## config.mk

```make
export PLATFORM = sky130hd
export DESIGN_NAME = calc_i2p_sequencer_flat
export DESIGN_NICKNAME = d
export VERILOG_FILES = /design/src/rtl/calc_i2p_sequencer_if.sv /design/src/rtl/calc_i2p_sequencer.sv /design/src/flat_wrapper.sv
export SDC_FILE = /design/constraint.sdc
export NUM_CORES = 1
export LEC_CHECK = 0
export BUFFER_PORTS_ARGS = -buffer_cell sky130_fd_sc_hd__buf_2
export CAP_MARGIN = 15
export CORE_AREA = 5 5 85 95
export CTS_CLUSTER_DIAMETER = 40
export CTS_CLUSTER_SIZE = 20
export DETAILED_ROUTE_END_ITERATION = 10
export DIE_AREA = 0 0 90 100
export GPL_TIMING_DRIVEN = 0
export PLACE_DENSITY_LB_ADDON = 0.12
export SLEW_MARGIN = 20
export SYNTH_ARGS = -nofsm -noshare
export SYNTH_HDL_FRONTEND = slang
export SYNTH_SLANG_ARGS = --single-unit
```

## constraint.sdc

```tcl
create_clock -name CLK_1MHz -period 5.1 [get_ports CLK_1MHz]
set_input_delay 0.255 -clock CLK_1MHz [delete_from_list [all_inputs] [get_ports CLK_1MHz]]
set_output_delay 0.255 -clock CLK_1MHz [all_outputs]
set_load 0.005 [all_outputs]
```

## src/rtl/calc_i2p_sequencer_if.sv

```systemverilog
// Signal bundle between the calculator phase sequencer and its neighbours:
// keypad token entry, infix RAM port, arranger and evaluator handshakes.
interface calc_i2p_sequencer_if #(
  parameter int DWIDTH  = 36,
  parameter int LOG_LEN = 9
);
  logic               tok_valid;
  logic [DWIDTH-1:0]  tok_data;
  logic               tok_ready;
  logic               tok_eq;
  logic               clr;

  logic               ram_en;
  logic               ram_we;
  logic [LOG_LEN-1:0] ram_addr;
  logic [DWIDTH-1:0]  ram_di;
  logic [DWIDTH-1:0]  ram_do;
  logic [LOG_LEN-1:0] top_addr;

  logic               arr_start;
  logic               arr_en;
  logic [LOG_LEN-1:0] arr_addr;
  logic [DWIDTH-1:0]  arr_do;
  logic               arr_finish;

  logic               eval_start;
  logic               eval_finish;

  logic [1:0]         phase;
  logic               err_empty;
  logic               err_overflow;

  // Sequencer side
  modport slave (
    input  tok_valid, tok_data, tok_eq, clr,
    input  ram_do, arr_en, arr_addr, arr_finish, eval_finish,
    output tok_ready, ram_en, ram_we, ram_addr, ram_di, top_addr,
    output arr_start, arr_do, eval_start, phase, err_empty, err_overflow
  );

  // Environment side: keypad, RAM, arranger and evaluator
  modport master (
    output tok_valid, tok_data, tok_eq, clr,
    output ram_do, arr_en, arr_addr, arr_finish, eval_finish,
    input  tok_ready, ram_en, ram_we, ram_addr, ram_di, top_addr,
    input  arr_start, arr_do, eval_start, phase, err_empty, err_overflow
  );
endinterface

```

## src/rtl/calc_i2p_sequencer.sv

```systemverilog
// Phase sequencer for the calculator: captures tokens into the infix RAM,
// then hands the RAM read port to the arranger and finally kicks the evaluator.
module calc_i2p_sequencer #(
  parameter int DWIDTH  = 36,
  parameter int LOG_LEN = 9
) (
  input logic                  CLK_1MHz,
  input logic                  RST,
  calc_i2p_sequencer_if.slave  bus
);

  localparam int unsigned          LEN     = 1 << LOG_LEN;
  localparam logic [LOG_LEN-1:0]   PTR_MAX = LOG_LEN'(LEN - 1);

  typedef enum logic [1:0] {
    IDLE = 2'd0,
    CAPT = 2'd1,
    ARR  = 2'd2,
    EVAL = 2'd3
  } phase_t;

  phase_t             phase_q;
  logic [LOG_LEN-1:0] wr_ptr_q;
  logic [LOG_LEN-1:0] top_addr_q;
  logic [LOG_LEN-1:0] wr_addr_q;
  logic [DWIDTH-1:0]  wr_data_q;
  logic               wr_en_q;
  logic               arr_start_q;
  logic               eval_start_q;
  logic               err_empty_q;
  logic               err_overflow_q;

  logic               tok_ready_d;
  logic               tok_accept_d;
  logic [LOG_LEN-1:0] wr_ptr_d;

  // A token is only taken while capturing has room; clear always wins.
  always_comb begin
    tok_ready_d = 1'b0;
    if (!RST && !bus.clr) begin
      if (phase_q == IDLE) begin
        tok_ready_d = 1'b1;
      end else if (phase_q == CAPT && wr_ptr_q != PTR_MAX) begin
        tok_ready_d = 1'b1;
      end
    end
    tok_accept_d = bus.tok_valid && tok_ready_d;
    wr_ptr_d     = wr_ptr_q + 1'b1;
  end

  always_ff @(posedge CLK_1MHz) begin
    if (RST || bus.clr) begin
      phase_q        <= IDLE;
      wr_ptr_q       <= '0;
      top_addr_q     <= '0;
      wr_addr_q      <= '0;
      wr_data_q      <= '0;
      wr_en_q        <= 1'b0;
      arr_start_q    <= 1'b0;
      eval_start_q   <= 1'b0;
      err_empty_q    <= 1'b0;
      err_overflow_q <= 1'b0;
    end else begin
      wr_en_q      <= 1'b0;
      arr_start_q  <= 1'b0;
      eval_start_q <= 1'b0;
      err_empty_q  <= 1'b0;

      if (tok_accept_d) begin
        wr_en_q    <= 1'b1;
        wr_addr_q  <= wr_ptr_d;
        wr_data_q  <= bus.tok_data;
        wr_ptr_q   <= wr_ptr_d;
        top_addr_q <= wr_ptr_d;
      end

      case (phase_q)
        IDLE: begin
          if (tok_accept_d) begin
            err_overflow_q <= 1'b0;
            if (bus.tok_eq) begin
              phase_q     <= ARR;
              arr_start_q <= 1'b1;
            end else begin
              phase_q <= CAPT;
            end
          end else if (bus.tok_eq) begin
            err_empty_q <= 1'b1;
          end
        end
        CAPT: begin
          if (bus.tok_valid && !tok_ready_d) begin
            err_overflow_q <= 1'b1;
          end
          if (bus.tok_eq) begin
            phase_q     <= ARR;
            arr_start_q <= 1'b1;
          end
        end
        ARR: begin
          if (bus.arr_finish) begin
            phase_q      <= EVAL;
            eval_start_q <= 1'b1;
          end
        end
        EVAL: begin
          if (bus.eval_finish) begin
            phase_q  <= IDLE;
            wr_ptr_q <= '0;
          end
        end
        default: phase_q <= IDLE;
      endcase
    end
  end

  // A token taken together with "=" is still being written during the first
  // ARR cycle, so a pending write keeps the port until the RAM has captured it.
  always_comb begin
    bus.ram_en   = 1'b0;
    bus.ram_we   = 1'b0;
    bus.ram_addr = '0;
    bus.ram_di   = '0;
    if (wr_en_q) begin
      bus.ram_en   = 1'b1;
      bus.ram_we   = 1'b1;
      bus.ram_addr = wr_addr_q;
      bus.ram_di   = wr_data_q;
    end else if (phase_q == ARR) begin
      bus.ram_en   = bus.arr_en;
      bus.ram_addr = bus.arr_addr;
    end
  end

  assign bus.arr_do       = (phase_q == ARR) ? bus.ram_do : '0;
  assign bus.tok_ready    = tok_ready_d;
  assign bus.top_addr     = top_addr_q;
  assign bus.arr_start    = arr_start_q;
  assign bus.eval_start   = eval_start_q;
  assign bus.phase        = phase_q;
  assign bus.err_empty    = err_empty_q;
  assign bus.err_overflow = err_overflow_q;

endmodule

```

## src/flat_wrapper.sv

```systemverilog
// flat-port wrapper written by rule: the top's interface ports become plain ports
module calc_i2p_sequencer_flat 
#(
  parameter int DWIDTH  = 36,
  parameter int LOG_LEN = 9
)
  (CLK_1MHz, RST, bus_tok_valid, bus_tok_data, bus_tok_eq, bus_clr, bus_ram_do, bus_arr_en, bus_arr_addr, bus_arr_finish, bus_eval_finish, bus_tok_ready, bus_ram_en, bus_ram_we, bus_ram_addr, bus_ram_di, bus_top_addr, bus_arr_start, bus_arr_do, bus_eval_start, bus_phase, bus_err_empty, bus_err_overflow);
  calc_i2p_sequencer_if #(.DWIDTH(DWIDTH), .LOG_LEN(LOG_LEN)) bus_i ();
  input logic CLK_1MHz;
  input logic RST;
  input wire logic [$bits(bus_i.tok_valid)-1:0] bus_tok_valid;
  input wire logic [$bits(bus_i.tok_data)-1:0] bus_tok_data;
  input wire logic [$bits(bus_i.tok_eq)-1:0] bus_tok_eq;
  input wire logic [$bits(bus_i.clr)-1:0] bus_clr;
  input wire logic [$bits(bus_i.ram_do)-1:0] bus_ram_do;
  input wire logic [$bits(bus_i.arr_en)-1:0] bus_arr_en;
  input wire logic [$bits(bus_i.arr_addr)-1:0] bus_arr_addr;
  input wire logic [$bits(bus_i.arr_finish)-1:0] bus_arr_finish;
  input wire logic [$bits(bus_i.eval_finish)-1:0] bus_eval_finish;
  output wire logic [$bits(bus_i.tok_ready)-1:0] bus_tok_ready;
  output wire logic [$bits(bus_i.ram_en)-1:0] bus_ram_en;
  output wire logic [$bits(bus_i.ram_we)-1:0] bus_ram_we;
  output wire logic [$bits(bus_i.ram_addr)-1:0] bus_ram_addr;
  output wire logic [$bits(bus_i.ram_di)-1:0] bus_ram_di;
  output wire logic [$bits(bus_i.top_addr)-1:0] bus_top_addr;
  output wire logic [$bits(bus_i.arr_start)-1:0] bus_arr_start;
  output wire logic [$bits(bus_i.arr_do)-1:0] bus_arr_do;
  output wire logic [$bits(bus_i.eval_start)-1:0] bus_eval_start;
  output wire logic [$bits(bus_i.phase)-1:0] bus_phase;
  output wire logic [$bits(bus_i.err_empty)-1:0] bus_err_empty;
  output wire logic [$bits(bus_i.err_overflow)-1:0] bus_err_overflow;
  assign bus_i.tok_valid = bus_tok_valid;
  assign bus_i.tok_data = bus_tok_data;
  assign bus_i.tok_eq = bus_tok_eq;
  assign bus_i.clr = bus_clr;
  assign bus_i.ram_do = bus_ram_do;
  assign bus_i.arr_en = bus_arr_en;
  assign bus_i.arr_addr = bus_arr_addr;
  assign bus_i.arr_finish = bus_arr_finish;
  assign bus_i.eval_finish = bus_eval_finish;
  assign bus_tok_ready = bus_i.tok_ready;
  assign bus_ram_en = bus_i.ram_en;
  assign bus_ram_we = bus_i.ram_we;
  assign bus_ram_addr = bus_i.ram_addr;
  assign bus_ram_di = bus_i.ram_di;
  assign bus_top_addr = bus_i.top_addr;
  assign bus_arr_start = bus_i.arr_start;
  assign bus_arr_do = bus_i.arr_do;
  assign bus_eval_start = bus_i.eval_start;
  assign bus_phase = bus_i.phase;
  assign bus_err_empty = bus_i.err_empty;
  assign bus_err_overflow = bus_i.err_overflow;
  calc_i2p_sequencer #(.DWIDTH(DWIDTH), .LOG_LEN(LOG_LEN)) u_core (.CLK_1MHz(CLK_1MHz), .RST(RST), .bus(bus_i));
endmodule
```

==> key figures, run 1 <==
STA
  • Max Clk Rate: 394.1 MHz
  • Final Setup Violations: 0
  • Setup TNS: 0 ns
  • Max Slew Vio Count: 0
  • Slew headroom: 52.67%
  • RSZ-0062 raised after global routing: no
  • Final hold vios: 0
  • Clock skew: between 0.009 and 0.01 ns
  • Worst Tran Pin Value: about 0.71 ns
  • Final Cycle Share: 49.76%
  • Tmin final: 2.538 ns

Synth
  • Area contributors post-synth: dfxtp_1 (41%), and2_1 (15%), nand2_1 (11%)
  • Synth cell types: 30
  • Mapped Area: 2973 sq um
  • Multiplexer share of the synthesized area: 0.6734%
  • Syn Nets: 476
  • Combinational family with the most area after synthesis: simple AND/OR/NAND/NOR gates
  • Fraction of the mapped netlist area in adder cells: about 2.9%
  • Post-synthesis compound-gate area fraction: 9.554%
  • Syn avg cell area: just under 8 sq um
  • Post-Synth XOR/XNOR Area: around 2.9%
  • Simple-Gate Fraction of Synth Area: 38.34%
  • Mapped Cells: 380
  • Largest area contributor in the netlist: dfxtp_1
  • Warnings from Yosys: 0
  • #FFs+latches synth: 61
  • Post-synthesis sequential area ratio: 41.08%
  • Synth top area share: around 41%

Power
  • Combinational share of power: around 13%
  • Clock network power share: 39.3%
  • Power Total: 1058 uW
  • PwrDens: between 200 and 300 nW/um^2
  • Net Switching: 261.5 uW
  • Flop pwr share: 47.3%
  • Peak supply drop: 0.0001889 V
  • Sw frac: 24.71%
  • Internal power: 796.9 uW
  • Leakage: 0.002322 uW

Worst setup path
  • Setup CP Type: flip-flop to primary output
  • Crit path from: u_core.wr_ptr_q[0]
  • Critical path fanouts, max: 5
  • Worst Path Required: 4.85 ns
  • CP Capture Type: primary output
  • Critical Path AT: 2.28 ns
  • Type of origin of the critical path: flip-flop
  • Reg2reg start: u_core.wr_ptr_q[0]

Route
  • WL/cell: roughly 14 um
  • Pre-antenna DRT Iters: 4
  • Remaining DRCs: 0
  • Drt total wl: 9.295 mm
  • Via/cell ratio: 4.731
  • Detail Route Antenna Nets: 0
  • DR iter-0 viols: 90
  • Via count: 3160

Global routing
  • Initial antenna violation count: 0
  • First-pass GRT wire length: between 15 and 20 mm
  • Largest net degree at the start of global routing: 11
  • Total GRT Usage: 20.38%
  • Vias in the first global route: approximately 3.1k
  • Overflow after GRT: 0

Layout
  • Layout cells sized above 1: 37.22%
  • Antenna fix cells: 0
  • Net count reported at finish: 674
  • Area growth, synth to finish: 41.54%

Clock network
  • TritonCTS clock tree: done
  • Clock transition at path regs: ~0.07 ns
  • Clk_lat worst skew: 0.33 ns
  • CTS resizes: 0
  • Setup bufs post-CTS: 0
  • Clock Tree Root: clkbuf_8
  • Max clock buf depth: 2
  • CTS Hold Bufs: 0
  • H-Tree Level Count: 3
  • # clock sinks: 61
  • CTS buffer count: 9

Hold path
  • Hold path startpoint: bus_tok_data[6]
  • HP Class: input pin to flip-flop

Status
  • Run status: complete, no violations

Floorplanning
  • Core area: 6927 sq um
  • Die area: 9000 sq um
  • FP Rows: 32
  • Die H: roughly 100 um
  • IO Pins: 188
  • Die Width: 90 um
  • Initial Util: 42.92%

Flow run
  • Max_cap viols: 0

Placement
  • Buffers on Ports: 187
  • GPL Wtd Cong: 0.8064
  • Final HPWL DP: 7.404 mm
-- flip-flops by register name, indices dropped and copies added (netlist names) --
signal                   cells
u_core.bus.top_addr          9
u_core.bus.phase             2
u_core.bus.eval_start        1
u_core.bus.err_overflow      1
u_core.wr_en_q               1
u_core.bus.arr_start         1
u_core.bus.err_empty         1
u_core.wr_data_q            36
u_core.wr_ptr_q              9
-- placed cells by master, fill, tap and decap left out, types with 3 or more instances in the layout --
cell / count
dfxtp_1: 61
xor2_1: 6
clkbuf_1: 17
ha_1: 7
a22o_1: 8
buf_2: 197
nor2b_1: 3
nor2_1: 15
nand3_1: 37
clkbuf_8: 10
inv_1: 3
nand2_1: 88
o211ai_1: 3
a21oi_1: 15
o21ai_0: 10
or3_1: 3
a211oi_1: 3
and3_1: 4
xnor2_1: 4
and2_1: 72
-- power by group through the flow --
stage | sequential [uW] | clock (uW) | combinational, uW
after CTS | 500 | 427 | 144
after global routing | 502 | 448 | 161
after floorplan | 509 | 0 | 70.6
after global placement | 510 | 0 | 141
after detailed placement | 511 | 0 | 144
final | 500 | 416 | 142
-- cells in the mapped netlist --
cell type	number
a2111oi_4	1
a211oi_1	3
a21o_1	1
a21oi_1	15
a22o_1	8
and2_1	72
and2b_1	2
and3_1	4
and4_1	1
buf_2	10
buf_6	1
clkbuf_1	15
dfxtp_1	61
ha_1	7
inv_1	3
inv_2	1
mux2i_1	2
nand2_1	88
nand3_1	37
nand4_1	1
nor2_1	15
nor2b_1	3
nor3b_4	1
o211ai_1	3
o21ai_0	10
o21ai_2	1
or2_2	1
or3_1	3
xnor2_1	4
xor2_1	6
-- critical path: stages (launching register included) --
cell and delay, ns:
dfxtp_1 0.43, ha_1 0.23, and3_1 0.25, nand3_1 0.17, nor2_1 0.16, ha_1 0.20
and2b_1 0.24, nor2_1 0.10, nor2_1 0.04, buf_2 0.14
-- cell type report --
cell class                      instances  area [sq um]
Sequential cell                        61          1221
Timing Repair Buffer                  187         935.9
Inverter                                4         15.01
Clock buffer                           12         145.1
Buffer                                 26         117.6
Multi-Input combinational cell        289          1619
Clock inverter                          4         47.55
Fill cell                             689          2719
Tap cell                               85         106.4
-- logic make-up (layout without fill, tap and decap cells) --
| family | Yosys count | after routing |
|---|---|---|
| simple gates | 228 | 228 |
| buf+inv | 30 | 233 |
| compound gates | 42 | 42 |
| fa+ha+maj | 7 | 7 |
| xor+xnor | 10 | 10 |
| flops | 61 | 61 |
| mux | 2 | 2 |
-- through the flow --
stage	cell area (sq um)	utilization (%)	instances	setup slack [ns]	hold slack [ns]
detailed placement	4015	57.97	652	2.582	0.4410
global route	4208	60.75	668	2.334	0.1023
floorplan	2973	-	380	2.943	0.3540
global placement	4015	57.97	652	2.610	0.4369
CTS	4208	60.75	668	2.544	0.09480
finish	4208	60.75	668	2.562	0.1082
-- routing by layer --
layer	part of all wire, %	up-vias	GRT usage, %	routed length (um)
met1	41	1412	24.06	3796
met2	51	109	36.32	4762
li1	-	1631	-	-
met3	7.2	8	5.172	665
met4	0.76	0	6.300	71
met5	0	-	0	0
-- final timing paths --
path | endpoint | slack (ns) | cells after the start
setup / recovery | bus_tok_ready | 2.56 | 9
hold reg to reg | u_core.wr_data_q[12] | 0.45 | 2
hold / removal | u_core.wr_data_q[6] | 0.11 | 3
setup reg to reg | u_core.bus.top_addr[8] | 2.56 | 11
(Power assumes the default switching activity.)
==> run 2, diff against run 1 <==
- CORE_AREA: 5 5 85 95 -> 5 5 86 96
- DIE_AREA: 0 0 90 100 -> 0 0 91 101
- clock period: 5.1 -> 2.6 ns (I/O delays scaled with it)
==> key figures, run 2 (same netlist as run 1, synthesis figures left out) <==
Floorplanning
  • FP Rows: 33 (+3.1%)
  • Die H: 101 um (+1.0%)
  • Die area: 9191 sq um (+2.1%)
  • Core area: 7226 sq um (+4.3%)
  • Initial Util: 41.14% (-1.8 points)
  • IO Pins: 188 (unchanged)
  • Die Width: 91 um (+1.1%)

Worst setup path
  • Type of origin of the critical path: flip-flop
  • WP buf/inv: 2 (+1)
  • Setup CP Type: flip-flop to flip-flop
  • CP dominant cell by count: ha_1
  • CP Depth: 11 (+2)
  • CP Cell Sequence: ha_1 -> and3_1 -> nand3_2 -> nor2_2 -> ha_1 -> and2b_1 -> o21ai_2 -> inv_2 -> buf_2 -> o21ai_0 -> a21oi_1
  • Critical Path AT: 2.62 ns (+0.34 ns)
  • Top Family by Delay on Critical Path: simple AND/OR/NAND/NOR gates
  • FF-to-FF setup slack: 0.19 ns (-2.37 ns)
  • CP Capture Type: flip-flop
  • Critical path fanouts, max: 10 (+5)
  • Delay of the slowest critical-path stage: 0.38 ns (-0.05 ns)
  • Worst Path Required: 2.81 ns (-2.04 ns)
  • Reg2reg path depth: 11 (unchanged)
  • Highest-delay cell along the critical path: dfxtp_2

Global routing
  • Vias in the first global route: 3230 (+4.4%)
  • Largest net degree at the start of global routing: 12 (+1)
  • Overflow after GRT: 0 (unchanged)
  • Initial antenna violation count: 0 (unchanged)
  • First-pass GRT wire length: 16.07 mm (+5.3%)
  • Total GRT Usage: 21.45% (+1.1 points)

Route
  • Drt total wl: 10.06 mm (+8.2%)
  • Remaining DRCs: 0 (unchanged)
  • WL/cell: 14.29 um (+2.7%)
  • DR iter-0 viols: 146 (+62%)
  • Pre-antenna DRT Iters: 4 (unchanged)
  • Via count: 3306 (+4.6%)
  • Via/cell ratio: 4.696 (-0.73%)
  • Detail Route Antenna Nets: 0 (unchanged)

Placement
  • GPL Wtd Cong: 0.7929 (-1.7%)
  • Buffers on Ports: 187 (unchanged)
  • Final HPWL DP: 7.577 mm (+2.3%)
  • Placed cells: 654 (+0.31%)

STA
  • Slew headroom: 55.14% (+2.5 points)
  • Final hold vios: 0 (unchanged)
  • RSZ-0062 raised after global routing: no
  • Hold Worst Slack: 0.02276 ns (-0.08541 ns)
  • Worst Tran Pin Value: 0.6729 ns (-0.03443 ns)
  • Max Slew Vio Count: 0 (unchanged)
  • Max Clk Rate: 414.9 MHz
  • Final Cycle Share: 92.70%
  • Clock skew: 0.009178 ns (-0.0003373 ns)
  • Final Setup Violations: 0 (unchanged)
  • Tmin final: 2.410 ns
  • Setup TNS: 0 ns (unchanged)

Layout
  • Area growth, synth to finish: 54.21%
  • Max reg flops: 36 (unchanged)
  • Antenna fix cells: 0 (unchanged)
  • Commonest non-fill, non-tap cell in the layout: buf_2
  • Final Instance Count excl. Fillers: 704 (+5.4%)
  • Post-layout util: 63.45% (+2.7 points)
  • Net count reported at finish: 708 (+5.0%)
  • Largest register by flop count: u_core.wr_data_q
  • Layout cells sized above 1: 35.82% (-1.4 points)
  • Most frequent cells in the layout: buf_2 (196), nand2_1 (88), and2_1 (72), dfxtp_1 (60), nand3_1 (36)

Flow run
  • Max_cap viols: 0 (unchanged)

Clock network
  • TritonCTS clock tree: done
  • Max clock buf depth: 2 (unchanged)
  • Clock Tree Root: clkbuf_8
  • # clock sinks: 61 (unchanged)
  • Setup bufs post-CTS: 0 (unchanged)
  • CTS buffer count: 9 (unchanged)
  • H-Tree Level Count: 3 (unchanged)
  • Clock transition at path regs: 0.07 ns (about the same)
  • Clk_lat worst skew: 0.33 ns (about the same)

Hold path
  • Worst Hold Depth: 3 (unchanged)
  • HP Class: input pin to flip-flop

Power
  • Peak supply drop: 0.0003534 V (+87%)
  • PwrDens: 483.9 nW/um^2 (+92%)
  • Power Total: 2218 uW (+110%)
  • Leakage: 0.002480 uW (+6.8%)

Status
  • Run status: complete, no violations
## run 2: area by class of cell
class | count | area, sq um
Clock inverter | 6 | 87.58
Clock buffer | 10 | 127.6
Fill cell | 673 | 2641
Tap cell | 87 | 108.9
Timing Repair Buffer | 221 | 1276
Inverter | 4 | 15.01
Sequential cell | 61 | 1222
Multi-Input combinational cell | 289 | 1627
Buffer | 26 | 120.1
## run 2: worst paths after layout
check,start,endpoint
setup reg to reg,u_core.wr_ptr_q[0],u_core.bus.top_addr[4]
setup / recovery,u_core.wr_ptr_q[0],u_core.bus.top_addr[4]
hold reg to reg,u_core.wr_data_q[14],u_core.wr_data_q[14]
hold / removal,bus_tok_data[27],u_core.wr_data_q[27]
## run 2: report_power, final
group	switching [uW]	leakage, uW	internal (uW)
combinational	156	0.00187	166
clock	375	0.000110	540
sequential	17.4	0.000496	965
## run 2: metrics by stage
| stage | worst slack [ns] | instance area, sq um |
|---|---|---|
| floorplan | 0.4433 | 2973 |
| finish | 0.1899 | 4584 |
| CTS | 0.03405 | 4573 |
| global placement | 0.1361 | 4018 |
| detailed placement | 0.04959 | 4018 |
| global route | 0.001971 | 4584 |
## run 2: what timing repair did
action	4_1_cts	5_1_grt
hold endpoints to repair	34	0
hold buffers	34	0
resized for setup	0	4
setup endpoints to repair	0	46
## run 2: worst register-to-register path, cell delays in order, from the launching register on
cell and delay (ns):
dfxtp_2 0.38, ha_1 0.22, and3_1 0.25, nand3_2 0.14, nor2_2 0.15, ha_1 0.19, and2b_1 0.24, o21ai_2 0.18
inv_2 0.12, buf_2 0.21, o21ai_0 0.17, a21oi_1 0.06
## run 2: routing by layer
metal | vias to the layer above | global-route usage, % | part of all wire, %
li1 | 1701 | - | -
met1 | 1484 | 24.08 | 40
met2 | 109 | 39.73 | 52
met3 | 12 | 6.049 | 6.7
met4 | 0 | 5.418 | 1.1
met5 | - | 0 | 0
==> run 3, diff against run 2 <==
- CAP_MARGIN: 15 -> unset
- CORE_AREA: 5 5 86 96 -> 2 2 83 93
- DIE_AREA: 0 0 91 101 -> 0 0 85 95
==> key figures, run 3 (same netlist as run 1, synthesis figures left out) <==
Status
  • Run status: complete, no violations

STA
  • RSZ-0062 raised after global routing: no
  • Worst Tran Pin Value: 0.7785 ns (+0.1056 ns)
  • Max Slew Vio Count: 0 (unchanged)
  • Clock skew: 0.005883 ns (-0.003295 ns)
  • Final Setup Violations: 0 (unchanged)
  • Slew headroom: 47.91% (-7.2 points)
  • Final hold vios: 0 (unchanged)
  • Tmin final: 2.440 ns (+0.03007 ns)
  • Setup TNS: 0 ns (unchanged)
  • Final Cycle Share: 93.85% (+1.2 points)
  • Max Clk Rate: 409.8 MHz (-1.2%)

Floorplanning
  • Die H: 95 um (-5.9%)
  • FP Rows: 33 (unchanged)
  • Core area: 7226 sq um (unchanged)
  • Die area: 8075 sq um (-12%)
  • Die Width: 85 um (-6.6%)
  • Initial Util: 41.14% (unchanged)
  • IO Pins: 188 (unchanged)

Placement
  • Placed cells: 654 (unchanged)
  • Final HPWL DP: 6.844 mm (-9.7%)
  • GPL Wtd Cong: 0.8105 (+2.2%)
  • Post-Place Cell Area: 4018 sq um (unchanged)
  • Buffers on Ports: 187 (unchanged)

Layout
  • Area growth, synth to finish: 54.97%
  • Area occupied by registers: 1222 sq um (unchanged)
  • Final instance area: 4607 sq um (+0.49%)
  • Commonest non-fill, non-tap cell in the layout: buf_2
  • Most frequent cells in the layout: buf_2 (194), nand2_1 (88), and2_1 (72), dfxtp_1 (60), nand3_1 (36)
  • Antenna fix cells: 0 (unchanged)
  • Largest register by flop count: u_core.wr_data_q
  • Fillers: 635 (-5.6%)
  • Layout cells sized above 1: 36.36% (+0.55 points)
  • Max reg flops: 36 (unchanged)
  • Multi-input gate area: 1642 sq um (+0.92%)
  • Net count reported at finish: 707 (-0.14%)
  • Final Instance Count excl. Fillers: 703 (-0.14%)

Worst setup path
  • Worst Path Required: 2.80 ns (about the same)
  • Highest-delay cell along the critical path: dfxtp_2
  • Delay of the slowest critical-path stage: 0.38 ns (about the same)
  • Setup CP Type: flip-flop to flip-flop
  • CP Cell Sequence: ha_2 -> and3_2 -> nand3_2 -> nor2_1 -> ha_1 -> and2b_2 -> o21ai_4 -> inv_4 -> clkbuf_4 -> o21ai_0 -> a21oi_1
  • Type of origin of the critical path: flip-flop
  • Critical path fanouts, max: 10 (unchanged)
  • CP Capture Type: flip-flop
  • Critical Path AT: 2.64 ns (+0.02 ns)
  • Top Family by Delay on Critical Path: simple AND/OR/NAND/NOR gates
  • WP buf/inv: 2 (unchanged)

Power
  • Power Total: 2250 uW (+1.4%)
  • PwrDens: 488.4 nW/um^2 (+0.93%)
  • Leakage: 0.002481 uW (about the same)
  • Peak supply drop: 0.0003341 V (-5.5%)

Clock network
  • Max clock buf depth: 2 (unchanged)
  • TritonCTS clock tree: done
  • H-Tree Level Count: 3 (unchanged)
  • # clock sinks: 61 (unchanged)
  • CTS buffer count: 9 (unchanged)
  • Clock Tree Root: clkbuf_8
  • Clock transition at path regs: 0.06 ns (about the same)
  • Clk_lat worst skew: 0.33 ns (about the same)

Route
  • Remaining DRCs: 0 (unchanged)
  • Via/cell ratio: 4.681 (-0.31%)
  • Drt total wl: 9.308 mm (-7.4%)
  • Pre-antenna DRT Iters: 4 (unchanged)
  • DR iter-0 viols: 110 (-25%)
  • WL/cell: 13.24 um (-7.3%)
  • Via count: 3291 (-0.45%)
  • Detail Route Antenna Nets: 0 (unchanged)

Global routing
  • Largest net degree at the start of global routing: 11 (-1)
  • Overflow after GRT: 0 (unchanged)
  • Initial antenna violation count: 0 (unchanged)
  • Total GRT Usage: 22.21% (+0.76 points)
  • Vias in the first global route: 3083 (-4.6%)
  • First-pass GRT wire length: 14.24 mm (-11%)

Hold path
  • HP Class: input pin to flip-flop

Flow run
  • Max_cap viols: 0 (unchanged)
-- run 3: cell type report --
type / instances / share of cell area [%]
multi-input cells: 289 / 35.63
flip-flops and latches: 61 / 26.53
plain buffers: 26 / 2.716
clock buffers: 12 / 3.368
well taps: 87 / 2.363
repair buffers: 220 / 27.48
clock inverters: 4 / 1.521
inverters: 4 / 0.3802
-- run 3: metrics by stage --
| step | hold WS, ns | worst slack, ns | util (%) |
|---|---|---|---|
| after global placement | 0.3139 | 0.08049 | 55.60 |
| after floorplan | 0.2290 | 0.4433 | - |
| after CTS | 0.0004603 | 0.03577 | 63.29 |
| after global routing | 0.003316 | 0.01297 | 63.76 |
| after detailed placement | 0.3164 | 0.08700 | 55.60 |
| final | 0.002049 | 0.1598 | 63.76 |
-- run 3: final timing paths --
kind | from | end | slack [ns] | cells past startpoint
worst max-delay path | u_core.wr_ptr_q[0] | u_core.bus.top_addr[4] | 0.16 | 11
worst min-delay path | bus_tok_data[2] | u_core.wr_data_q[2] | 0.002 | 3
worst max register to register | u_core.wr_ptr_q[0] | u_core.bus.top_addr[4] | 0.16 | 11
worst min register to register | u_core.wr_data_q[17] | u_core.wr_data_q[17] | 0.45 | 2
-- run 3: metal layers --
| metal | GRT usage, % | up-vias | share of wire, % |
|---|---|---|---|
| li1 | - | 1698 | - |
| met1 | 27.56 | 1468 | 44 |
| met2 | 38.80 | 109 | 49 |
| met3 | 4.196 | 16 | 5.8 |
| met4 | 7.143 | 0 | 1.5 |
| met5 | 0 | - | 0 |
-- run 3: power by group --
group          total (uW)  switching, uW  internal (uW)
clock                 944            354            589
sequential            982           16.8            965
combinational         324            158            167
total                2250            529           1720
-- run 3: worst reg2reg max path: cells and delay by family (launching register included) --
family	cells	cell delay, ns
adders and majority gates	2	0.40
and+or+nand+nor	4	0.79
DFF	1	0.38
AOI/OAI and AO/OA	3	0.45
buffers and inverters	2	0.31
-- run 3: repair_timing --
action	CTS	global route
endpoints found under the hold margin	33	0
endpoints found under the setup margin	0	48
resized for setup	0	11
hold buffers	33	0
buffers inserted	0	0
